--- config.mk ---
export PLATFORM = sky130hd
export DESIGN_NAME = div_unit_flat
export DESIGN_NICKNAME = d
export VERILOG_FILES = /design/src/rtl/div_unit_if.sv /design/src/rtl/div_unit.sv /design/src/flat_wrapper.sv
export SDC_FILE = /design/constraint.sdc
export NUM_CORES = 1
export LEC_CHECK = 0
export BUFFER_PORTS_ARGS = -buffer_cell sky130_fd_sc_hd__buf_2
export CORE_ASPECT_RATIO = 0.7
export CORE_UTILIZATION = 39
export CTS_CLUSTER_DIAMETER = 50
export DETAILED_ROUTE_END_ITERATION = 10
export GPL_TIMING_DRIVEN = 0
export PLACE_DENSITY_LB_ADDON = 0.2
export SLEW_MARGIN = 25
export SYNTH_ARGS = -nofsm -noshare
export SYNTH_HDL_FRONTEND = slang
export SYNTH_SLANG_ARGS = --single-unit
export TNS_END_PERCENT = 50
--- constraint.sdc ---
create_clock -name clk -period 6.7 [get_ports clk]
set_clock_uncertainty 0.15 [all_clocks]
set_input_delay 0.67 -clock clk [delete_from_list [all_inputs] [get_ports clk]]
set_output_delay 0.67 -clock clk [all_outputs]
set_load 0.05 [all_outputs]
--- src/rtl/div_unit_if.sv ---
// Execute-stage divider bus: issue side (operands, Rd, flush) and result/hazard side.
// The master modport is the pipeline, the slave modport is div_unit.
interface div_unit_if #(
   parameter int XLEN = 32
);
   logic            StartE;
   logic [1:0]      FunctE;
   logic [XLEN-1:0] SrcAE;
   logic [XLEN-1:0] SrcBE;
   logic [4:0]      RdE;
   logic            FlushE;
   logic            StallReqE;
   logic            ValidE;
   logic [XLEN-1:0] DivResultE;
   logic [4:0]      DivRdE;
   logic            BusyE;

   modport master (
      output StartE, FunctE, SrcAE, SrcBE, RdE, FlushE,
      input  StallReqE, ValidE, DivResultE, DivRdE, BusyE
   );

   modport slave (
      input  StartE, FunctE, SrcAE, SrcBE, RdE, FlushE,
      output StallReqE, ValidE, DivResultE, DivRdE, BusyE
   );
endinterface

--- src/rtl/div_unit.sv ---
// Iterative radix-2 restoring divider for RV32M DIV/DIVU/REM/REMU, with pipeline stall request.
// Optional macro DIV_FASTPATH_EN: divide-by-zero, signed overflow and |divisor|>|dividend| finish without iterating.
module div_unit #(
   parameter int XLEN = 32
) (
   input  logic       clk,
   input  logic       reset_n,
   div_unit_if.slave  div_if
);
   localparam int CNT_W = $clog2(XLEN);

   localparam logic [1:0] ST_IDLE = 2'd0;
   localparam logic [1:0] ST_RUN  = 2'd1;
   localparam logic [1:0] ST_DONE = 2'd2;

   function automatic logic [XLEN-1:0] cond_neg(input logic [XLEN-1:0] v, input logic neg);
      if (neg) begin
         return ~v + XLEN'(1);
      end else begin
         return v;
      end
   endfunction

   logic [1:0]      state_q, state_d;
   logic [CNT_W-1:0] cnt_q, cnt_d;
   logic [XLEN-1:0] dvd_q, dvd_d;
   logic [XLEN-1:0] rem_q, rem_d;
   logic [XLEN-1:0] dvs_q, dvs_d;
   logic [XLEN-1:0] src_a_q, src_a_d;
   logic            sel_rem_q, sel_rem_d;
   logic [4:0]      rd_q, rd_d;
   logic            qneg_q, qneg_d;
   logic            rneg_q, rneg_d;
   logic            div0_q, div0_d;
   logic            ovf_q, ovf_d;
   logic [XLEN-1:0] result_q, result_d;
   logic [4:0]      div_rd_q, div_rd_d;

   logic            is_signed_s;
   logic [XLEN-1:0] mag_a_s;
   logic [XLEN-1:0] mag_b_s;
   logic            div0_s;
   logic            ovf_s;
   logic [XLEN:0]   shift_s;
   logic [XLEN:0]   trial_s;
   logic            qbit_s;
   logic [XLEN-1:0] rem_next_s;
   logic [XLEN-1:0] quo_next_s;
   logic [XLEN-1:0] q_fin_s;
   logic [XLEN-1:0] r_fin_s;
   logic [XLEN-1:0] run_result_s;
   logic            last_iter_s;

   // Operand decode at issue: magnitudes and the architectural corner cases
   always_comb begin
      is_signed_s = ~div_if.FunctE[0];
      mag_a_s     = cond_neg(div_if.SrcAE, is_signed_s & div_if.SrcAE[XLEN-1]);
      mag_b_s     = cond_neg(div_if.SrcBE, is_signed_s & div_if.SrcBE[XLEN-1]);
      div0_s      = (div_if.SrcBE == {XLEN{1'b0}});
      ovf_s       = is_signed_s
                  & (div_if.SrcAE == {1'b1, {(XLEN-1){1'b0}}})
                  & (div_if.SrcBE == {XLEN{1'b1}});
   end

   // One restoring step: trial-subtract the divisor from {rem, next dividend bit}
   always_comb begin
      shift_s     = {rem_q, dvd_q[XLEN-1]};
      trial_s     = shift_s - {1'b0, dvs_q};
      qbit_s      = ~trial_s[XLEN];
      if (qbit_s) begin
         rem_next_s = trial_s[XLEN-1:0];
      end else begin
         rem_next_s = shift_s[XLEN-1:0];
      end
      quo_next_s  = {dvd_q[XLEN-2:0], qbit_s};
      last_iter_s = (cnt_q == CNT_W'(XLEN-1));
   end

   // Final sign fix on the last iteration's outputs; corner cases override the arithmetic
   always_comb begin
      if (div0_q) begin
         q_fin_s = {XLEN{1'b1}};
         r_fin_s = src_a_q;
      end else if (ovf_q) begin
         q_fin_s = {1'b1, {(XLEN-1){1'b0}}};
         r_fin_s = {XLEN{1'b0}};
      end else begin
         q_fin_s = cond_neg(quo_next_s, qneg_q);
         r_fin_s = cond_neg(rem_next_s, rneg_q);
      end
      if (sel_rem_q) begin
         run_result_s = r_fin_s;
      end else begin
         run_result_s = q_fin_s;
      end
   end

`ifdef DIV_FASTPATH_EN
   logic            fast_take_s;
   logic [XLEN-1:0] fast_result_s;

   // Results known at issue time, so the iterations can be skipped
   always_comb begin
      fast_take_s = div0_s | ovf_s | (mag_b_s > mag_a_s);
      if (div0_s) begin
         if (div_if.FunctE[1]) begin
            fast_result_s = div_if.SrcAE;
         end else begin
            fast_result_s = {XLEN{1'b1}};
         end
      end else if (ovf_s) begin
         if (div_if.FunctE[1]) begin
            fast_result_s = {XLEN{1'b0}};
         end else begin
            fast_result_s = {1'b1, {(XLEN-1){1'b0}}};
         end
      end else begin
         if (div_if.FunctE[1]) begin
            fast_result_s = div_if.SrcAE;
         end else begin
            fast_result_s = {XLEN{1'b0}};
         end
      end
   end
`endif

   // Next-state logic; a flush squashes the instruction from any state
   always_comb begin
      state_d   = state_q;
      cnt_d     = cnt_q;
      dvd_d     = dvd_q;
      rem_d     = rem_q;
      dvs_d     = dvs_q;
      src_a_d   = src_a_q;
      sel_rem_d = sel_rem_q;
      rd_d      = rd_q;
      qneg_d    = qneg_q;
      rneg_d    = rneg_q;
      div0_d    = div0_q;
      ovf_d     = ovf_q;
      result_d  = result_q;
      div_rd_d  = div_rd_q;
      if (div_if.FlushE) begin
         state_d = ST_IDLE;
      end else begin
         case (state_q)
            ST_IDLE: begin
               if (div_if.StartE) begin
                  sel_rem_d = div_if.FunctE[1];
                  rd_d      = div_if.RdE;
                  dvd_d     = mag_a_s;
                  dvs_d     = mag_b_s;
                  src_a_d   = div_if.SrcAE;
                  qneg_d    = is_signed_s & (div_if.SrcAE[XLEN-1] ^ div_if.SrcBE[XLEN-1]);
                  rneg_d    = is_signed_s & div_if.SrcAE[XLEN-1];
                  div0_d    = div0_s;
                  ovf_d     = ovf_s;
                  rem_d     = {XLEN{1'b0}};
                  cnt_d     = {CNT_W{1'b0}};
`ifdef DIV_FASTPATH_EN
                  if (fast_take_s) begin
                     state_d  = ST_DONE;
                     result_d = fast_result_s;
                     div_rd_d = div_if.RdE;
                  end else begin
                     state_d  = ST_RUN;
                  end
`else
                  state_d   = ST_RUN;
`endif
               end else begin
                  state_d = ST_IDLE;
               end
            end
            ST_RUN: begin
               rem_d = rem_next_s;
               dvd_d = quo_next_s;
               cnt_d = cnt_q + CNT_W'(1);
               if (last_iter_s) begin
                  state_d  = ST_DONE;
                  result_d = run_result_s;
                  div_rd_d = rd_q;
               end else begin
                  state_d  = ST_RUN;
               end
            end
            ST_DONE: begin
               // The instruction in EX is the one just finished, so StartE is ignored
               state_d = ST_IDLE;
            end
            default: begin
               state_d = ST_IDLE;
            end
         endcase
      end
   end

   // State and datapath registers
   always_ff @(posedge clk or negedge reset_n) begin
      if (!reset_n) begin
         state_q   <= ST_IDLE;
         cnt_q     <= {CNT_W{1'b0}};
         dvd_q     <= {XLEN{1'b0}};
         rem_q     <= {XLEN{1'b0}};
         dvs_q     <= {XLEN{1'b0}};
         src_a_q   <= {XLEN{1'b0}};
         sel_rem_q <= 1'b0;
         rd_q      <= 5'd0;
         qneg_q    <= 1'b0;
         rneg_q    <= 1'b0;
         div0_q    <= 1'b0;
         ovf_q     <= 1'b0;
         result_q  <= {XLEN{1'b0}};
         div_rd_q  <= 5'd0;
      end else begin
         state_q   <= state_d;
         cnt_q     <= cnt_d;
         dvd_q     <= dvd_d;
         rem_q     <= rem_d;
         dvs_q     <= dvs_d;
         src_a_q   <= src_a_d;
         sel_rem_q <= sel_rem_d;
         rd_q      <= rd_d;
         qneg_q    <= qneg_d;
         rneg_q    <= rneg_d;
         div0_q    <= div0_d;
         ovf_q     <= ovf_d;
         result_q  <= result_d;
         div_rd_q  <= div_rd_d;
      end
   end

   // Stall is raised in the issue cycle itself so F/D hold before RUN begins
   always_comb begin
      div_if.StallReqE  = ((state_q == ST_IDLE) & div_if.StartE & ~div_if.FlushE)
                        | (state_q == ST_RUN);
      div_if.ValidE     = (state_q == ST_DONE) & ~div_if.FlushE;
      div_if.BusyE      = (state_q != ST_IDLE);
      div_if.DivResultE = result_q;
      div_if.DivRdE     = div_rd_q;
   end
endmodule

--- src/flat_wrapper.sv ---
// flat-port wrapper written by rule: the top's interface ports become plain ports
module div_unit_flat 
#(
   parameter int XLEN = 32
)
  (clk, reset_n, div_if_StartE, div_if_FunctE, div_if_SrcAE, div_if_SrcBE, div_if_RdE, div_if_FlushE, div_if_StallReqE, div_if_ValidE, div_if_DivResultE, div_if_DivRdE, div_if_BusyE);
  div_unit_if #(.XLEN(XLEN)) div_if_i ();
  input  logic clk;
  input  logic reset_n;
  input wire logic [$bits(div_if_i.StartE)-1:0] div_if_StartE;
  input wire logic [$bits(div_if_i.FunctE)-1:0] div_if_FunctE;
  input wire logic [$bits(div_if_i.SrcAE)-1:0] div_if_SrcAE;
  input wire logic [$bits(div_if_i.SrcBE)-1:0] div_if_SrcBE;
  input wire logic [$bits(div_if_i.RdE)-1:0] div_if_RdE;
  input wire logic [$bits(div_if_i.FlushE)-1:0] div_if_FlushE;
  output wire logic [$bits(div_if_i.StallReqE)-1:0] div_if_StallReqE;
  output wire logic [$bits(div_if_i.ValidE)-1:0] div_if_ValidE;
  output wire logic [$bits(div_if_i.DivResultE)-1:0] div_if_DivResultE;
  output wire logic [$bits(div_if_i.DivRdE)-1:0] div_if_DivRdE;
  output wire logic [$bits(div_if_i.BusyE)-1:0] div_if_BusyE;
  assign div_if_i.StartE = div_if_StartE;
  assign div_if_i.FunctE = div_if_FunctE;
  assign div_if_i.SrcAE = div_if_SrcAE;
  assign div_if_i.SrcBE = div_if_SrcBE;
  assign div_if_i.RdE = div_if_RdE;
  assign div_if_i.FlushE = div_if_FlushE;
  assign div_if_StallReqE = div_if_i.StallReqE;
  assign div_if_ValidE = div_if_i.ValidE;
  assign div_if_DivResultE = div_if_i.DivResultE;
  assign div_if_DivRdE = div_if_i.DivRdE;
  assign div_if_BusyE = div_if_i.BusyE;
  div_unit #(.XLEN(XLEN)) u_core (.clk(clk), .reset_n(reset_n), .div_if(div_if_i));
endmodule
Yosys cells after proc, flatten, opt, wreduce, memory -nomap -nowiden
Cells that the tools add are included.

word-level totals
  output and inout bits = 40
  bits of input ports = 75
  flip-flop bits (word level) = 182

operators by class
  reductions and logical operators = 7
  add/subtract/negate cells = 6
  bitwise operators = 17
  multiplexer cells = 20
  equal/unequal tests = 6

operator list
  cell                                            number
  two-way mux 32 bit                              12
  adder 32 x 1 -> 32 bit (second input constant)  4
  inverter 32 bit                                 4
  case mux 32 bit (2 select lines)                2
  == test 32 bit (second input constant)          2
  subtractor 33 x 32 -> 33 bit                    1
  zero test 32 bit                                1
  case mux 5 bit (2 select lines)                 1
  AND reduction 3 bit                             3
  AND 1 bit                                       8
  adder 5 x 1 -> 5 bit (second input constant)    1
  == test 5 bit (second input constant)           1
  two-way mux 5 bit                               1
  two-way mux 2 bit                               2
  case mux 2 bit (2 select lines)                 1
  nonzero test 2 bit                              2
  inverter 1 bit                                  3
  == test 2 x 1 -> 1 bit (second input constant)  1
  == test 2 bit (second input constant)           1
  zero test 2 bit                                 1
  inequality test 2 bit (second input constant)   1
  two-way mux 1 bit                               1
  bitwise OR 1 bit                                1
  XOR 1 bit                                       1

Depth between registers and ports, before layout
  depth in word-level cells = 8
  mapped depth = 25
  gate-level depth less buffers = 22

Worst setup path after synthesis
Ideal clock, no wire load.

  path kind = flip-flop to flip-flop
  start point = reg u_core.dvd_q[31]
  end point = reg u_core.result_q[20], in the netlist u_core.div_if.DivResultE[20]
  slack = 1,877 ps
  cell stages (with the launch flop) = 26
  setup time = 82 ps
  required time = 6,468 ps
  data arrival time = 4,591 ps
  path buffers = 3
  clock period less this slack = 4,823 ps
  cell sequence = dfrtp_1 inv_1 ha_1 inv_1 fa_1 a211oi_4 nor3_2 o21ai_2 a311oi_2 o21a_2 nor2_4 inv_2 buf_4 buf_4 buf_2 nand2_1 o21ai_0 inv_1 ha_1 inv_1 nor4_1 a31oi_2 nor3_2 nand2_1 a211o_1 a31oi_1

on the way
  longest elaborated chain between the ends = 8
  elaborated cells between the ends (all ways) = 14

RTL lines
  element                                                      line                            text
  start: declaration                                           div_unit.sv:26                  logic [XLEN-1:0] dvd_q, dvd_d;
  start signal: assignment                                     div_unit.sv:203                 dvd_q <= {XLEN{1'b0}};
  start signal: assignment                                     div_unit.sv:218                 dvd_q <= dvd_d;
  subtractor 33 x 32 -> 33 bit                                 div_unit.sv:68                  trial_s = shift_s - {1'b0, dvs_q};
  two-way mux 32 bit / inverter 1 bit (equally long branches)  div_unit.sv:70, div_unit.sv:69
  inverter 32 bit                                              div_unit.sv:18                  return ~v + XLEN'(1);
  adder 32 x 1 -> 32 bit                                       div_unit.sv:18
  two-way mux 32 bit                                           div_unit.sv:17                  if (neg) begin
  two-way mux 32 bit                                           div_unit.sv:84                  end else if (ovf_q) begin
  two-way mux 32 bit                                           div_unit.sv:81                  if (div0_q) begin
  two-way mux 32 bit *                                         div_unit.sv:91                  if (sel_rem_q) begin
  end signal: assignment                                       div_unit.sv:213                 result_q <= {XLEN{1'b0}};
  end signal: assignment                                       div_unit.sv:228                 result_q <= result_d;
  end: declaration                                             div_unit.sv:36                  logic [XLEN-1:0] result_q, result_d;

Every way passes the cells marked *; elsewhere a longest branch is shown, timed or not.
A chain may end at the register's enable or synchronous reset.

Final worst setup path
  start point = reg u_core.rem_q[8]
  end point = reg u_core.result_q[18], in the netlist u_core.div_if.DivResultE[18]

on the way
  longest elaborated chain between the ends = 8
  elaborated cells between the ends (all ways) = 14

RTL lines
  element                                                      line                            text
  start: declaration                                           div_unit.sv:27                  logic [XLEN-1:0] rem_q, rem_d;
  start signal: assignment                                     div_unit.sv:204                 rem_q <= {XLEN{1'b0}};
  start signal: assignment                                     div_unit.sv:219                 rem_q <= rem_d;
  subtractor 33 x 32 -> 33 bit                                 div_unit.sv:68
  two-way mux 32 bit / inverter 1 bit (equally long branches)  div_unit.sv:70, div_unit.sv:69
  inverter 32 bit                                              div_unit.sv:18
  adder 32 x 1 -> 32 bit                                       div_unit.sv:18
  two-way mux 32 bit                                           div_unit.sv:17
  two-way mux 32 bit                                           div_unit.sv:84
  two-way mux 32 bit                                           div_unit.sv:81
  two-way mux 32 bit *                                         div_unit.sv:91

Marked as above.

==> metrics.cfg <==
[status]
status = completed

[setup_path]
cp_max_fo = 10
path_class = flop to flop
crit_path_end_kind = flop
crit_path_top_delay_cell = nor4_1
r2r-start = u_core.rem_q[8]$_DFFE_PN0P_
arrival_ns = 6.54
path_common_cell = buf_4
r2r-end = u_core.div_if.DivResultE[18]$_DFFE_PN0P_
critPathRequiredTime_ns = 6.90
rrSetupSlack_ns = 0.36
crit_chain = ha_1 -> buf_4 -> nand4_2 -> o22ai_1 -> o21ai_2 -> a311oi_4 -> o21a_2 -> nor2_4 -> inv_2 -> buf_4 -> buf_4 -> buf_2 -> o21ai_0 -> inv_1 -> ha_1 -> inv_1 -> nor4_1 -> a31oi_2 -> o41ai_2 -> xnor2_1 -> a21oi_1 -> a21o_1
crit_path_max_incr_delay_ns = 0.49
critPathLaunchType = flop
reg2reg_depth = 22

[final_layout]
fin_area_um2 = 15200
fin_nets = 1936
stdcell_count = 2268
final_common_cell = nand2_1
area_growth_pct = 13.2
mostFrequentLayoutCells = nand2_1, o21ai_0, dfrtp_1, nor2_1, buf_2
antenna_cells = 0
layout-drive-gt1-share = 0.118

[drt]
drtAntennaViolNets = 0
wl_met3_um = 7080
wire_per_inst_um = 23.1
top_layer_used = met5
vias = 13533
viasPerCell = 5.97
drt_pass1_iterations = 6
drc = 0
wl_met2_um = 19300
wl_met1_um = 25300
drt_wl_total_um = 52400
drt_iter0_markers = 1525

[synthesis]
synth-edff-count = 0
synth-compound-area-share = 0.252
synth_adder_area_share = 0.0379
async_flop_share = 1.00
synthFlopType = dfrtp_1
ys_types = 96
ys_ff_latch = 182
synth_top_family_by_area = compound AO/OA/AOI/OAI gates
synth_nets = 1799
ys_seq_area_frac = 0.340
ys_warn_count = 0
netlist_area_um2 = 13400
synthCells = 1684
synthSimpleGateAreaFrac = 0.207
syn_avg_cell_area_um2 = 7.96
synthMuxAreaShare = 0.0265
synth-xor-area-share = 0.0869

[pwr]
p_comb_frac = 0.618
swShare = 0.520
p_per_area_nw_per_um2 = 436
power_switching_mw = 3.44
internal_power_mw = 3.18
ir_worst_vdd_mv = 0.207
sequentialPowerShare = 0.232
p_leak_nw = 6.73
pwr-share-clk = 0.149

[place]
hpwl_um = 41900
portBuffers = 114
dp_cells = 2236
gp_congestion = 0.979
placed_cell_area_um2 = 14600

[clock_network]
clock_latency_ns = 0.47
post-cts-setup-buffer-count = 0
clk_pin_slew_ns = 0.08
cts-root-buf = clkbuf_16
cts_tree = built
cts_max_level = 4
cts-buffers-inserted = 17
clock_sinks = 182
clock_path_buffers = 2

[min_path]
whs_path_depth = 3
hold_path_end = u_core.rd_q[1]$_DFFE_PN0P_
min_from = div_if_RdE[1]
min_path_type = input pin to flop

[sta]
max_slew_margin = 0.348
fin_hold_ws_ns = 0.266
fin_crit_sh = 0.947
worst_pin_slew_ns = 0.974
setup_violations = 0
fmax_mhz = 158
slew_violations = 0
finalHoldViolCount = 0
rsz0062_at_grt = no
tns_ns = 0
fin_crit_ns = 6.34

[global_routing]
grt_pass1_vias = 12194
grtUsageTotal = 0.302
grt_max_degree = 85
antenna_found_initial = 2
grt_overflow = 0
grt_pass1_wl_um = 78100

[floorplan]
die_area_um2 = 35100
dieHeight_um = 157
num_rows = 56
ios = 115
start_util = 0.398
die_x_um = 224
core-area_um2 = 33600

[flow_run]
cap_violations = 0

## per-stage QoR
| step | worst slack, ns | utilization | power (mW) |
|---|---|---|---|
| after floorplan | 1.88 | - | 4.25 |
| after global placement | 0.590 | 0.432 | 5.45 |
| after detailed placement | 0.440 | 0.434 | 5.49 |
| after CTS | 0.399 | 0.450 | 6.48 |
| after global routing | 0.0228 | 0.451 | 6.99 |
| final | 0.358 | 0.451 | 6.61 |
## worst max path at each step
stage / start / slack (ns) / depth (start not counted) / end
2_1_floorplan: u_core.dvd_q[31]$_DFFE_PN0P_ / 1.88 / 25 / u_core.div_if.DivResultE[20]$_DFFE_PN0P_
3_3_place_gp: u_core.dvd_q[31]$_DFFE_PN0P_ / 0.59 / 24 / u_core.div_if.DivResultE[18]$_DFFE_PN0P_
3_5_place_dp: u_core.dvd_q[31]$_DFFE_PN0P_ / 0.44 / 24 / u_core.div_if.DivResultE[18]$_DFFE_PN0P_
4_1_cts: u_core.dvd_q[31]$_DFFE_PN0P_ / 0.40 / 24 / u_core.div_if.DivResultE[18]$_DFFE_PN0P_
5_1_grt: u_core.dvd_q[31]$_DFFE_PN0P_ / 0.02 / 24 / u_core.div_if.DivResultE[20]$_DFFE_PN0P_
6_report: u_core.rem_q[8]$_DFFE_PN0P_ / 0.36 / 22 / u_core.div_if.DivResultE[18]$_DFFE_PN0P_
## cell type report
type	count	area, um^2
fillers	3442	18500
multi-input cells	1340	8200
flip-flops and latches	182	4550
repair buffers	118	653
well taps	435	544
plain buffers	100	437
clock buffers	18	429
inverters	62	233
clock inverters	13	115
## sequential cells by signal (all words and copies together), names as in the netlist
signal                    flops
u_core.cnt_q                  5
u_core.div0_q                 1
u_core.div_if.DivRdE          5
u_core.div_if.DivResultE     32
u_core.dvd_q                 32
u_core.dvs_q                 32
u_core.ovf_q                  1
u_core.qneg_q                 1
u_core.rd_q                   5
u_core.rem_q                 32
u_core.rneg_q                 1
u_core.sel_rem_q              1
u_core.src_a_q               32
u_core.state_q                2
## critical path: cells and delay by family, from the launching register on
kind / cells / cell delay, ns
XOR/XNOR: 1 / 0.21
AND/OR/NAND/NOR: 3 / 0.71
adder cells (fa/ha/maj): 2 / 0.62
flip-flops: 1 / 0.48
AO/OA/AOI/OAI: 9 / 2.75
buffers and inverters: 7 / 1.29
## cells by family (layout without fill, tap and decap cells)
family / count (synthesis) / count (layout)
flops: 182 / 182
fa+ha+maj: 40 / 40
mux: 34 / 34
simple gates: 608 / 608
buf+inv: 162 / 311
compound gates: 525 / 525
xor+xnor: 133 / 133
## power groups by stage
stage / Sequential (mW) / Clock, mW / Combinational, mW
2_1_floorplan: 1.44 / 0 / 2.81
3_3_place_gp: 1.54 / 0 / 3.91
3_5_place_dp: 1.54 / 0 / 3.94
4_1_cts: 1.52 / 0.997 / 3.96
5_1_grt: 1.56 / 1.04 / 4.40
6_report: 1.54 / 0.988 / 4.09
## Yosys cell counts (7+ instances only)
master	number	area, um^2
o211ai_1	20	150
buf_2	13	65.1
mux2i_1	27	270
nor2_1	134	503
a221oi_1	11	96.3
nor4_1	17	106
clkbuf_1	74	278
a21oi_1	114	571
a21o_1	17	128
o41ai_1	13	114
a21boi_0	7	52.6
o31ai_1	20	150
nor3_1	29	145
o22ai_1	7	43.8
dfrtp_1	182	4550
o21a_1	8	60.1
nor2b_1	9	56.3
buf_4	10	75.1
a31oi_1	20	125
nand2b_1	13	81.3
inv_1	60	225
xor2_1	70	613
ha_1	39	488
o21ai_1	16	80.1
nand4_1	17	106
nand3_1	19	95.1
a211oi_1	7	52.6
and3_1	9	56.3
nand2_1	298	1120
or3_1	20	125
a22o_1	8	70.1
o21ai_0	186	931
xnor2_1	63	552
## timing repair
item | CTS | global route
endpoints found under the hold margin | 22 | 0
endpoints found under the setup margin | 0 | 9
gates resized for setup | 0 | 2
hold buffers | 1 | 0
## layer usage
layer  vias to the layer above  global-route usage
met5                         -                   0
met4                         2              0.0571
met1                      6558               0.468
li1                       6262                   -
met2                       653               0.377
met3                        58               0.122
Power figures use the tool's default switching activity.
